## src/rtl/bids22_settle.sv

```systemverilog
// bids22_settle: settles auction rounds against a three-bidder ledger.
//
// Each round is marked by a rising edge on roundOver. The winner flags,
// winning bid and error code are classified. A valid win is debited from
// the winner's balance. A settlement record is then queued in a small
// FIFO for a downstream consumer.
//
// Ports:
//   clk, reset_n                 clock, asynchronous active-low reset
//   roundOver                    round strobe (0->1 edge starts a round)
//   X_win, Y_win, Z_win          winner flags
//   maxBid [31:0], err [2:0]     winning amount, upstream error (3'b101 = duplicate)
//   ld_valid, ld_sel, ld_value   balance load (only honoured while idle)
//   X/Y/Z_balance [31:0]         ledger balances
//   rec_valid/rec_ready          record handshake
//   rec_winner, rec_amount,
//   rec_code, rec_round          FIFO head record fields
//   busy                         settlement in progress
//   overflow                     sticky: a round or a record was dropped
module bids22_settle #(
  parameter int FIFO_DEPTH = 4,
  parameter int ROUND_W    = 16
) (
  input  logic               clk,
  input  logic               reset_n,
  input  logic               roundOver,
  input  logic               X_win,
  input  logic               Y_win,
  input  logic               Z_win,
  input  logic [31:0]        maxBid,
  input  logic [2:0]         err,
  input  logic               ld_valid,
  input  logic [1:0]         ld_sel,
  input  logic [31:0]        ld_value,
  output logic [31:0]        X_balance,
  output logic [31:0]        Y_balance,
  output logic [31:0]        Z_balance,
  output logic               rec_valid,
  input  logic               rec_ready,
  output logic [1:0]         rec_winner,
  output logic [31:0]        rec_amount,
  output logic [1:0]         rec_code,
  output logic [ROUND_W-1:0] rec_round,
  output logic               busy,
  output logic               overflow
);

  localparam int AW    = $clog2(FIFO_DEPTH);
  localparam int REC_W = 2 + 32 + 2 + ROUND_W;

  localparam logic [1:0] CODE_OK    = 2'b00;
  localparam logic [1:0] CODE_NONE  = 2'b01;
  localparam logic [1:0] CODE_MULTI = 2'b10;
  localparam logic [1:0] CODE_FUNDS = 2'b11;
  localparam logic [1:0] WIN_NONE   = 2'b11;

  typedef enum logic [1:0] {IDLE, CHECK, DEBIT, POST} state_t;

  state_t state, state_nx;

  // Edge detect and one-deep pending round buffer
  logic        ro_q;
  logic        rise;
  logic        pending;
  logic        cap_x, cap_y, cap_z;
  logic [31:0] cap_bid;
  logic [2:0]  cap_err;
  logic        round_drop;

  // Balances and settlement result
  logic [31:0] x_bal, y_bal, z_bal;
  logic [1:0]  res_winner;
  logic [31:0] res_amount;
  logic [1:0]  res_code;
  logic [1:0]  cls_winner;
  logic [31:0] cls_amount;
  logic [1:0]  cls_code;
  logic [31:0] cls_bal;
  logic [ROUND_W-1:0] round_cnt;

  // Record FIFO
  logic [REC_W-1:0] mem [FIFO_DEPTH];
  logic [AW:0]      wr_ptr, rd_ptr;
  logic [AW:0]      count;
  logic             fifo_full, fifo_empty;
  logic             pop, push, rec_drop;
  logic [REC_W-1:0] head;

  assign rise       = roundOver & ~ro_q;
  // A round arriving while one is already buffered is lost
  assign round_drop = rise & pending;

  assign count      = wr_ptr - rd_ptr;
  assign fifo_full  = count[AW];
  assign fifo_empty = (wr_ptr == rd_ptr);
  assign pop        = ~fifo_empty & rec_ready;
  // Full FIFO still accepts a push when the head leaves in the same cycle
  assign push       = (state == POST) & (~fifo_full | pop);
  assign rec_drop   = (state == POST) & fifo_full & ~pop;

  always_ff @(posedge clk or negedge reset_n) begin
    if (!reset_n) state <= IDLE;
    else          state <= state_nx;
  end

  // An edge seen in IDLE goes straight to CHECK so the captured round is
  // classified the following cycle; pending only holds rounds that arrive
  // while a settlement is already in flight.
  always_comb begin
    state_nx = state;
    unique case (state)
      IDLE:    if (pending || rise) state_nx = CHECK;
      CHECK:   state_nx = DEBIT;
      DEBIT:   state_nx = POST;
      POST:    state_nx = IDLE;
      default: state_nx = IDLE;
    endcase
  end

  always_ff @(posedge clk or negedge reset_n) begin
    if (!reset_n) begin
      ro_q    <= 1'b0;
      pending <= 1'b0;
      cap_x   <= 1'b0;
      cap_y   <= 1'b0;
      cap_z   <= 1'b0;
      cap_bid <= '0;
      cap_err <= '0;
    end else begin
      ro_q <= roundOver;
      if (rise && !pending) begin
        cap_x   <= X_win;
        cap_y   <= Y_win;
        cap_z   <= Z_win;
        cap_bid <= maxBid;
        cap_err <= err;
      end
      if (state == IDLE) pending <= 1'b0;
      else if (rise)     pending <= 1'b1;
    end
  end

  always_comb begin
    cls_bal = z_bal;
    if (cap_x)      cls_bal = x_bal;
    else if (cap_y) cls_bal = y_bal;
  end

  always_comb begin
    cls_winner = WIN_NONE;
    cls_amount = '0;
    cls_code   = CODE_NONE;
    if (cap_err != 3'b101 && (cap_x | cap_y | cap_z)) begin
      if ((cap_x & cap_y) | (cap_x & cap_z) | (cap_y & cap_z)) begin
        cls_code = CODE_MULTI;
      end else begin
        cls_winner = cap_x ? 2'b00 : (cap_y ? 2'b01 : 2'b10);
        if (cap_bid > cls_bal) begin
          cls_code = CODE_FUNDS;
        end else begin
          cls_code   = CODE_OK;
          cls_amount = cap_bid;
        end
      end
    end
  end

  always_ff @(posedge clk or negedge reset_n) begin
    if (!reset_n) begin
      res_winner <= WIN_NONE;
      res_amount <= '0;
      res_code   <= CODE_NONE;
    end else if (state == CHECK) begin
      res_winner <= cls_winner;
      res_amount <= cls_amount;
      res_code   <= cls_code;
    end
  end

  always_ff @(posedge clk or negedge reset_n) begin
    if (!reset_n) begin
      x_bal <= '0;
      y_bal <= '0;
      z_bal <= '0;
    end else if (state == IDLE && ld_valid) begin
      unique case (ld_sel)
        2'b00:   x_bal <= ld_value;
        2'b01:   y_bal <= ld_value;
        2'b10:   z_bal <= ld_value;
        default: ;
      endcase
    end else if (state == DEBIT && res_code == CODE_OK) begin
      unique case (res_winner)
        2'b00:   x_bal <= x_bal - res_amount;
        2'b01:   y_bal <= y_bal - res_amount;
        2'b10:   z_bal <= z_bal - res_amount;
        default: ;
      endcase
    end
  end

  always_ff @(posedge clk or negedge reset_n) begin
    if (!reset_n) begin
      round_cnt <= '0;
      wr_ptr    <= '0;
      rd_ptr    <= '0;
      overflow  <= 1'b0;
    end else begin
      if (state == POST) round_cnt <= round_cnt + 1'b1;
      if (push)          wr_ptr    <= wr_ptr + 1'b1;
      if (pop)           rd_ptr    <= rd_ptr + 1'b1;
      if (round_drop || rec_drop) overflow <= 1'b1;
    end
  end

  always_ff @(posedge clk) begin
    if (push) mem[wr_ptr[AW-1:0]] <= {res_winner, res_amount, res_code, round_cnt};
  end

  assign head = mem[rd_ptr[AW-1:0]];

  always_comb begin
    rec_winner = WIN_NONE;
    rec_amount = '0;
    rec_code   = CODE_NONE;
    rec_round  = '0;
    if (!fifo_empty) {rec_winner, rec_amount, rec_code, rec_round} = head;
  end

  assign rec_valid = ~fifo_empty;
  assign busy      = (state != IDLE);
  assign X_balance = x_bal;
  assign Y_balance = y_bal;
  assign Z_balance = z_bal;

endmodule
```

## config.mk

```make
export PLATFORM = sky130hd
export DESIGN_NAME = bids22_settle
export DESIGN_NICKNAME = d
export VERILOG_FILES = /design/src/rtl/bids22_settle.sv
export SDC_FILE = /design/constraint.sdc
export NUM_CORES = 1
export LEC_CHECK = 0
export CORE_MARGIN = 4
export CORE_UTILIZATION = 40
export CTS_CLUSTER_DIAMETER = 80
export CTS_CLUSTER_SIZE = 12
export DETAILED_ROUTE_END_ITERATION = 8
export GPL_TIMING_DRIVEN = 0
export SLEW_MARGIN = 10
export SYNTH_ARGS = -nofsm -noshare
export SYNTH_HDL_FRONTEND = slang
export SYNTH_SLANG_ARGS = --single-unit
```

## constraint.sdc

```tcl
create_clock -name clk -period 4.5 [get_ports clk]
set_clock_uncertainty 0.05 [all_clocks]
set_input_delay 1.125 -clock clk [delete_from_list [all_inputs] [get_ports clk]]
set_output_delay 1.125 -clock clk [all_outputs]
set_load 0.02 [all_outputs]
```

==> results of run 1 <==
[critical path, stage by stage (launching register included)]
cell             delay, ns
dfrtp_2               0.48
buf_4                 0.25
inv_1                 0.06
ha_1                  0.31
nand2_1               0.11
nor2_1                0.08
inv_2                 0.15
clkbuf_2              0.24
and2_1                0.24
clkdlybuf4s50_1       0.63
[stage by stage]
stage	area, µm²	util
final	27060	0.4903
after global routing	27060	0.4903
after CTS	27060	0.4903
after detailed placement	25770	0.4668
after global placement	25580	0.4633
after floorplan	22370	-
[flip-flops by register name, summed over array words and instances (netlist names), 16 cells and up]
signal      count
cap_bid        32
X_balance      32
mem           208
res_amount     32
Y_balance      32
Z_balance      32
round_cnt      16
[kinds of logic (layout without fill, tap and decap cells)]
kind of cell,after synthesis,after routing,synth area share
flops,405,405,0.4998
mux,132,132,0.09056
buf+inv,149,454,0.02590
simple gates,548,548,0.1171
fa+ha+maj,140,140,0.07932
compound gates,507,507,0.1545
xor+xnor,84,84,0.03289
[cell type report]
class,instances,share of cell area
plain buffers,86,0.01396
clock buffers,65,0.04202
clock inverters,9,0.004161
inverters,61,0.008460
multi-input cells,1411,0.3934
flip-flops and latches,405,0.4132
well taps,748,0.03458
repair buffers,233,0.09024
[path summary, 6_finish.rpt]
| check | end | slack, ns | depth (start not counted) |
|---|---|---|---|
| setup / recovery | rec_amount[17] | 0.20 | 9 |
| hold / removal | Z_balance[26] | 0.43 | 1 |
| setup reg to reg | res_amount[26] | 0.25 | 13 |
| hold reg to reg | wr_ptr[2] | 0.43 | 1 |
| max in group asynchronous | rd_ptr[1] | 3.06 | 2 |
| min in group clk | wr_ptr[2] | 0.43 | 1 |
[cells in the final DEF, fill, tap and decap left out, drive strengths merged, types with 13 or more instances in the layout]
cell,instances
inv,65
a22o,33
and2,58
clkbuf,125
a21oi,139
nand3,30
o21a,19
nor2b,19
o221ai,18
nor3,24
mux2i,37
mux4,52
nor2,165
xnor2,47
a211oi,13
mux2,43
ha,137
a31oi,54
and3,21
nand4,20
o31ai,13
xor2,37
o211ai,16
dfrtp,194
nand2b,20
nand2,149
buf,32
clkdlybuf4s50,226
o21ai,78
edfxtp,208
a21o,57
[per-layer routing]
layer,wire length (µm),part of all wire,vias to the layer above
met4,2565,0.035,0
met3,4881,0.067,124
li1,-,-,7923
met2,33970,0.47,676
met1,30960,0.43,8605
met5,0,0,-
[what timing repair did]
item / in CTS / in global routing
hold buffers: 0 / 0
endpoints found under the setup margin: 85 / 72
resized for setup: 26 / 19
==> flow_summary.yaml, run 1 <==
status:
  status: "finished, final reports clean"
global_route:
  grt-ovfl-total: 0
  track_usage: 0.2371
  grt_util_met3: 0.03498
  grtUsageMet2: 0.3870
  antenna_found_initial: 1
  grt_max_degree: 90
  grt_pass1_wl_um: 107600
  grt_pass1_vias: 17300
  grtUsageMet1: 0.3259
  grt.busiest_layer: "met2"
synthesis:
  async_reset_ff_frac: 0.4864
  synth_cells: 1965
  synthMostInstantiatedCell: "edfxtp_1"
  avgSynthCellArea_um2: 11.38
  ys_ff_latch: 405
  seq_area_frac_synth: 0.4998
  synth_largest_area_cell: "edfxtp_1"
  synth_top_area_frac: 0.2792
  yosysWarnings: 0
  netlist_top_cells_area: "edfxtp_1, dfrtp_1, ha_1"
  synth_nets: 2182
  synthFlopType: "edfxtp_1"
  synthTopCellsByCount: "edfxtp_1, dfrtp_1, nor2_1"
  synth.distinct_cells: 85
  synth_edf_count: 208
  syn_area_um2: 22370
clock_tree:
  cts-buffers-inserted: 42
  cts_buffer_depth: 3
  clk_pin_slew_ns: 0.07
  cts-root-buf: "clkbuf_16"
  cts_setup_buffers: 0
  insertion_delay_ns: 0.58
  htreeDepth: 2
  cts_tree: "done"
  clock_sink_count: 405
timing:
  max_freq_mhz: 232.5
  fin_crit_sh: 0.9558
  rsz0062_at_grt: "false"
  slew_headroom: 0.3355
  fin_hold_ws_ns: 0.4299
  setup_violations: 0
  worst_pin_slew_ns: 0.9967
  setup-tns-final_ns: 0
  min_period_ns: 4.301
  setup_slack_ns: 0.1991
  finalHoldViolCount: 0
  slew_viol_final: 0
worst_setup_path:
  startpoint: "rd_ptr[1]"
  crit_type: "register to output pin"
  critPathLaunchType: "register"
  crit_required_ns: 3.32
  worstPathMaxFanout: 10
  crit_path_end_kind: "output pin"
  cp_data_arrival_time_ns: 3.13
  timing.rr.start: "cap_y"
detailed_routing:
  ant_nets: 0
  drcViolationCount: 0
  routedWlPerCell_um: 23.98
  drtIter0Drc: 1585
  num_vias: 17330
  via_per_inst: 5.742
  dr.pass1.iters: 5
  wl_um: 72370
floorplan:
  ios: 228
  die_y_um: 244.5
  dieArea_um2: 59770
  core_area_um2: 55200
  die_width_um: 244.5
  rows: 86
  initial_core_util: 0.4052
layout:
  seqCellArea_um2: 11180
  fillers: 5019
  instances_no_fill: 3018
  drive_gt1_frac: 0.09515
  fin_nets: 2457
  syn2layout_area_growth_pct: 20.99
  multi_input_area_um2: 10650
  n_antenna_cell: 0
placed_design:
  dp.cells: 2946
  hpwl_um: 55470
  port-buffer-count: 227
  dp_slack_ns: -0.7763
  place.gp.congestion: 0.9255
hold_path:
  hp-class: "input pin to async pin"
flow_run:
  cap_violations: 0
Power of run 1 is not shown: default switching activity piles up to over one toggle a cycle in this logic, so the estimate is an artifact.
==> run 2, diff against run 1 <==
SLEW_MARGIN = default   (was 10)
==> run 2 against run 1 <==
Critical path type unchanged. Worst setup slack improved by 0.0093 ns. Global-route usage rose by 0.14 points. Sequential cell count did not move. Routed wire length rose by 0.14%. Fmax rose by 0.22%.
==> flow_summary.yaml, run 2 (synthesized netlist as in run 1, its figures left out) <==
hold_path:
  hp-class: "register to register"
  hold_path_end: "wr_ptr[2]"
  min_from: "wr_ptr[2]"
  worstHoldPathCells: 1
worst_setup_path:
  crit_chain: "buf_4 > inv_1 > ha_1 > nand2_1 > nor2_1 > inv_2 > clkbuf_1 > and2_1 > clkdlybuf4s50_1"
  cp_data_arrival_time_ns: 3.12
  cp_slowest_cell: "clkdlybuf4s50_1"
  worstPathMaxFanout: 10
  crit_path_end_kind: "output pin"
  slowest_delay_ns: 0.61
  crit_required_ns: 3.32
  timing.rr.start: "state[0]"
  critPathLaunchType: "register"
  ff2ff_path_depth: 9
  crit_type: "register to output pin"
  worst_r2r_endpoint: "Y_balance[22]"
  reg2reg_slack_ns: 0.32
floorplan:
  die_y_um: 244.5
  rows: 86
  core_area_um2: 55200
  die_width_um: 244.5
  ios: 228
  initial_core_util: 0.4052
  dieArea_um2: 59770
timing:
  rsz0062_at_grt: "false"
  setup-tns-final_ns: 0
  max_freq_mhz: 233.0
  worst_pin_slew_ns: 1.015
  slew_headroom: 0.3236
  slew_viol_final: 0
  min_period_ns: 4.292
  finalHoldViolCount: 0
  fin_crit_sh: 0.9537
  fin_hold_ws_ns: 0.4465
  setup_slack_ns: 0.2084
  setup_violations: 0
clock_tree:
  insertion_delay_ns: 0.58
  cts_buffer_depth: 3
  clk_pin_slew_ns: 0.06
  cts_tree: "done"
  cts-root-buf: "clkbuf_16"
  cts_setup_buffers: 0
  hold_buffers: 0
  cts-buffers-inserted: 41
  clock_sink_count: 405
  htreeDepth: 2
layout:
  fin_nets: 2451
  largest_register_ff_count: 208
  syn2layout_area_growth_pct: 20.19
  n_antenna_cell: 0
  final_common_cell: "clkdlybuf4s50_1"
  drive_gt1_frac: 0.09187
  final_cell_mix: "clkdlybuf4s50_1, edfxtp_1, dfrtp_1"
detailed_routing:
  dr.pass1.iters: 5
  num_vias: 17230
  via_per_inst: 5.721
  ant_nets: 0
  drtIter0Drc: 1511
  drcViolationCount: 0
  routedWlPerCell_um: 24.06
  wl_um: 72480
flow_run:
  cap_violations: 0
placed_design:
  place.gp.congestion: 0.9255
  port-buffer-count: 227
  hpwl_um: 54730
  dp_slack_ns: -0.8068
global_route:
  grt-ovfl-total: 0
  antenna_found_initial: 0
  track_usage: 0.2385
  grt_max_degree: 113
  grt_pass1_vias: 17270
  grt_pass1_wl_um: 108000
status:
  status: "finished, final reports clean"
run 2: how the worst max path moves through the flow:
stage,startpoint,endpoint,cells past startpoint
after global placement,reset_n,round_cnt[15],1
final,rd_ptr[1],rec_round[12],9
after CTS,cap_y,res_amount[20],15
after global routing,cap_y,res_amount[21],16
after floorplan,rd_ptr[1],mem[3][0],8
after detailed placement,cap_x,res_amount[20],12
run 2: what timing repair did:
| item | CTS | global route |
|---|---|---|
| gates resized for setup | 27 | 18 |
| setup endpoints to repair | 85 | 65 |
| pin swaps | 0 | 0 |
| cloned | 0 | 0 |
run 2: worst max-delay path, delay by kind of cell (launching register included):
family                     cells  cell delay, ns
adders and majority gates      1            0.30
buffers and inverters          5            1.41
DFF                            1            0.49
and+or+nand+nor                3            0.37
run 2: metal layers:
metal / wire length (µm) / global-route usage
met3: 4410 / 0.03103
met2: 34520 / 0.3977
met5: 0 / 0
met4: 2067 / 0.06796
met1: 31480 / 0.3292
run 2: layout make-up:
type	instances	area, µm²
fill	5017	28310
sequential	405	11180
multi-input combinational	1411	10650
timing repair buffer	228	2305
clock buffer	67	1144
tap	748	935.9
buffer	86	372.9
inverter	61	229.0
clock inverter	6	70.07
run 2: through the flow:
step	utilization	std cells	area, µm²
detailed placement	0.4643	2941	25630
finish	0.4871	3012	26890
global placement	0.4633	2940	25580
floorplan	-	1965	22370
global route	0.4871	3012	26890
CTS	0.4871	3012	26890
Power of run 2 is left out for the same reason.
==> run 3, diff against run 2 <==
CORE_UTILIZATION = 58   (was 40)
PLACE_DENSITY = 0.81   (was default)
TNS_END_PERCENT = 100   (was default)
==> run 3 against run 2 <==
Worst setup slack worse by 0.052 ns. Highest routed layer unchanged. First-iteration DRC count is 41% higher. Sequential share of layout area is 0.55 points higher. Sequential cell count stayed put. Non-clock buffer count is 4 higher. Via count is 2.4% higher. Register-to-register slack worse by 0.09 ns.
==> flow_summary.yaml, run 3 (synthesized netlist as in run 1, its figures left out) <==
timing:
  fin_crit_sh: 0.9653
  finalHoldViolCount: 0
  min_period_ns: 4.344
  slew_headroom: 0.3886
  setup-tns-final_ns: 0
  worst_pin_slew_ns: 0.9171
  setup_violations: 0
  slew_viol_final: 0
  rsz0062_at_grt: "false"
  max_freq_mhz: 230.2
worst_setup_path:
  crit_chain: "clkbuf_1 > clkdlybuf4s18_2 > mux4_2 > and2_1 > clkdlybuf4s50_1"
  timing.rr.start: "cap_x"
  critPathLaunchType: "register"
  ff2ff_path_depth: 11
  crit_path_end_kind: "output pin"
  cp_slowest_cell: "mux4_2"
  worstPathMaxFanout: 10
  crit_required_ns: 3.32
  reg2reg_slack_ns: 0.23
  slowest_delay_ns: 0.57
  worst_r2r_endpoint: "res_amount[20]"
  crit_type: "register to output pin"
  cp_data_arrival_time_ns: 3.17
hold_path:
  min_from: "cap_bid[0]"
  hp-class: "register to register"
  worstHoldPathCells: 1
  hold_path_end: "res_amount[0]"
clock_tree:
  cts_tree: "done"
  cts-root-buf: "clkbuf_16"
  clock_sink_count: 405
  clk_pin_slew_ns: 0.06
  hold_buffers: 0
  cts-buffers-inserted: 39
  insertion_delay_ns: 0.56
  htreeDepth: 2
  cts_setup_buffers: 0
  cts_buffer_depth: 3
layout:
  syn2layout_area_growth_pct: 18.63
  fin_nets: 2453
  largest_register_ff_count: 208
  final_cell_mix: "clkdlybuf4s50_1, edfxtp_1, dfrtp_1"
  drive_gt1_frac: 0.08982
  n_antenna_cell: 0
  fin_area_um2: 26540
  final_common_cell: "clkdlybuf4s50_1"
placed_design:
  hpwl_um: 50820
  place_area_um2: 25400
  port-buffer-count: 227
  place.gp.congestion: 0.9679
global_route:
  track_usage: 0.3195
  grt_max_degree: 111
  grt_pass1_vias: 17740
  grt_pass1_wl_um: 102800
  antenna_found_initial: 0
  grt-ovfl-total: 0
floorplan:
  initial_core_util: 0.5911
  dieArea_um2: 41770
  core_area_um2: 37840
  die_y_um: 204.4
  die_width_um: 204.4
  rows: 71
  ios: 228
detailed_routing:
  drcViolationCount: 0
  dr.pass1.iters: 6
  ant_nets: 0
  drtIter0Drc: 2132
  routedWlPerCell_um: 24.25
  via_per_inst: 6.371
  num_vias: 17650
  wl_um: 67190
status:
  status: "finished, final reports clean"
flow_run:
  cap_violations: 0
-- run 3: final cells by class --
type,count,area (µm²)
Buffer,86,374.1
Clock buffer,62,1062
Clock inverter,3,37.54
Fill cell,2686,11310
Inverter,61,229.0
Multi-Input combinational cell,1411,10630
Sequential cell,405,11180
Tap cell,511,639.4
Timing Repair Buffer,232,2385
-- run 3: routing by layer --
metal	GRT usage	vias up	part of all wire
met5	0	-	0
met4	0.1232	0	0.044
met3	0.05157	183	0.086
met2	0.5133	955	0.46
met1	0.4424	8590	0.40
li1	-	7926	-
-- run 3: stage by stage --
step	setup WS (ns)	hold WS, ns	util	std cells
5_1_grt	0.006943	0.4567	0.7012	2771
4_1_cts	0.02887	0.4421	0.7012	2771
3_3_place_gp	-6.117	0.4241	0.6680	2703
6_report	0.1563	0.4449	0.7012	2771
2_1_floorplan	0.9311	0.4104	-	1965
3_5_place_dp	-0.5215	0.4255	0.6711	2708
-- run 3: worst max path at each step --
| stage | from | to | cells after the start |
|---|---|---|---|
| 3_3_place_gp | reset_n | cap_err[0] | 1 |
| 3_5_place_dp | cap_x | res_amount[20] | 12 |
| 6_report | rd_ptr[0] | rec_amount[30] | 5 |
| 5_1_grt | rd_ptr[0] | rec_amount[28] | 5 |
| 4_1_cts | cap_y | res_amount[12] | 13 |
| 2_1_floorplan | rd_ptr[1] | mem[3][0] | 8 |
-- run 3: critical path, delay by kind of cell (launching register included) --
family	cells	cell delay, ns
mux	1	0.57
flops	1	0.41
buf+inv	3	1.47
simple gates	1	0.17
-- run 3: what timing repair did --
action                     4_1_cts  5_1_grt
setup endpoints to repair       83       63
cloned                           0        0
resized for setup               17       17
Power of run 3 is left out for the same reason.
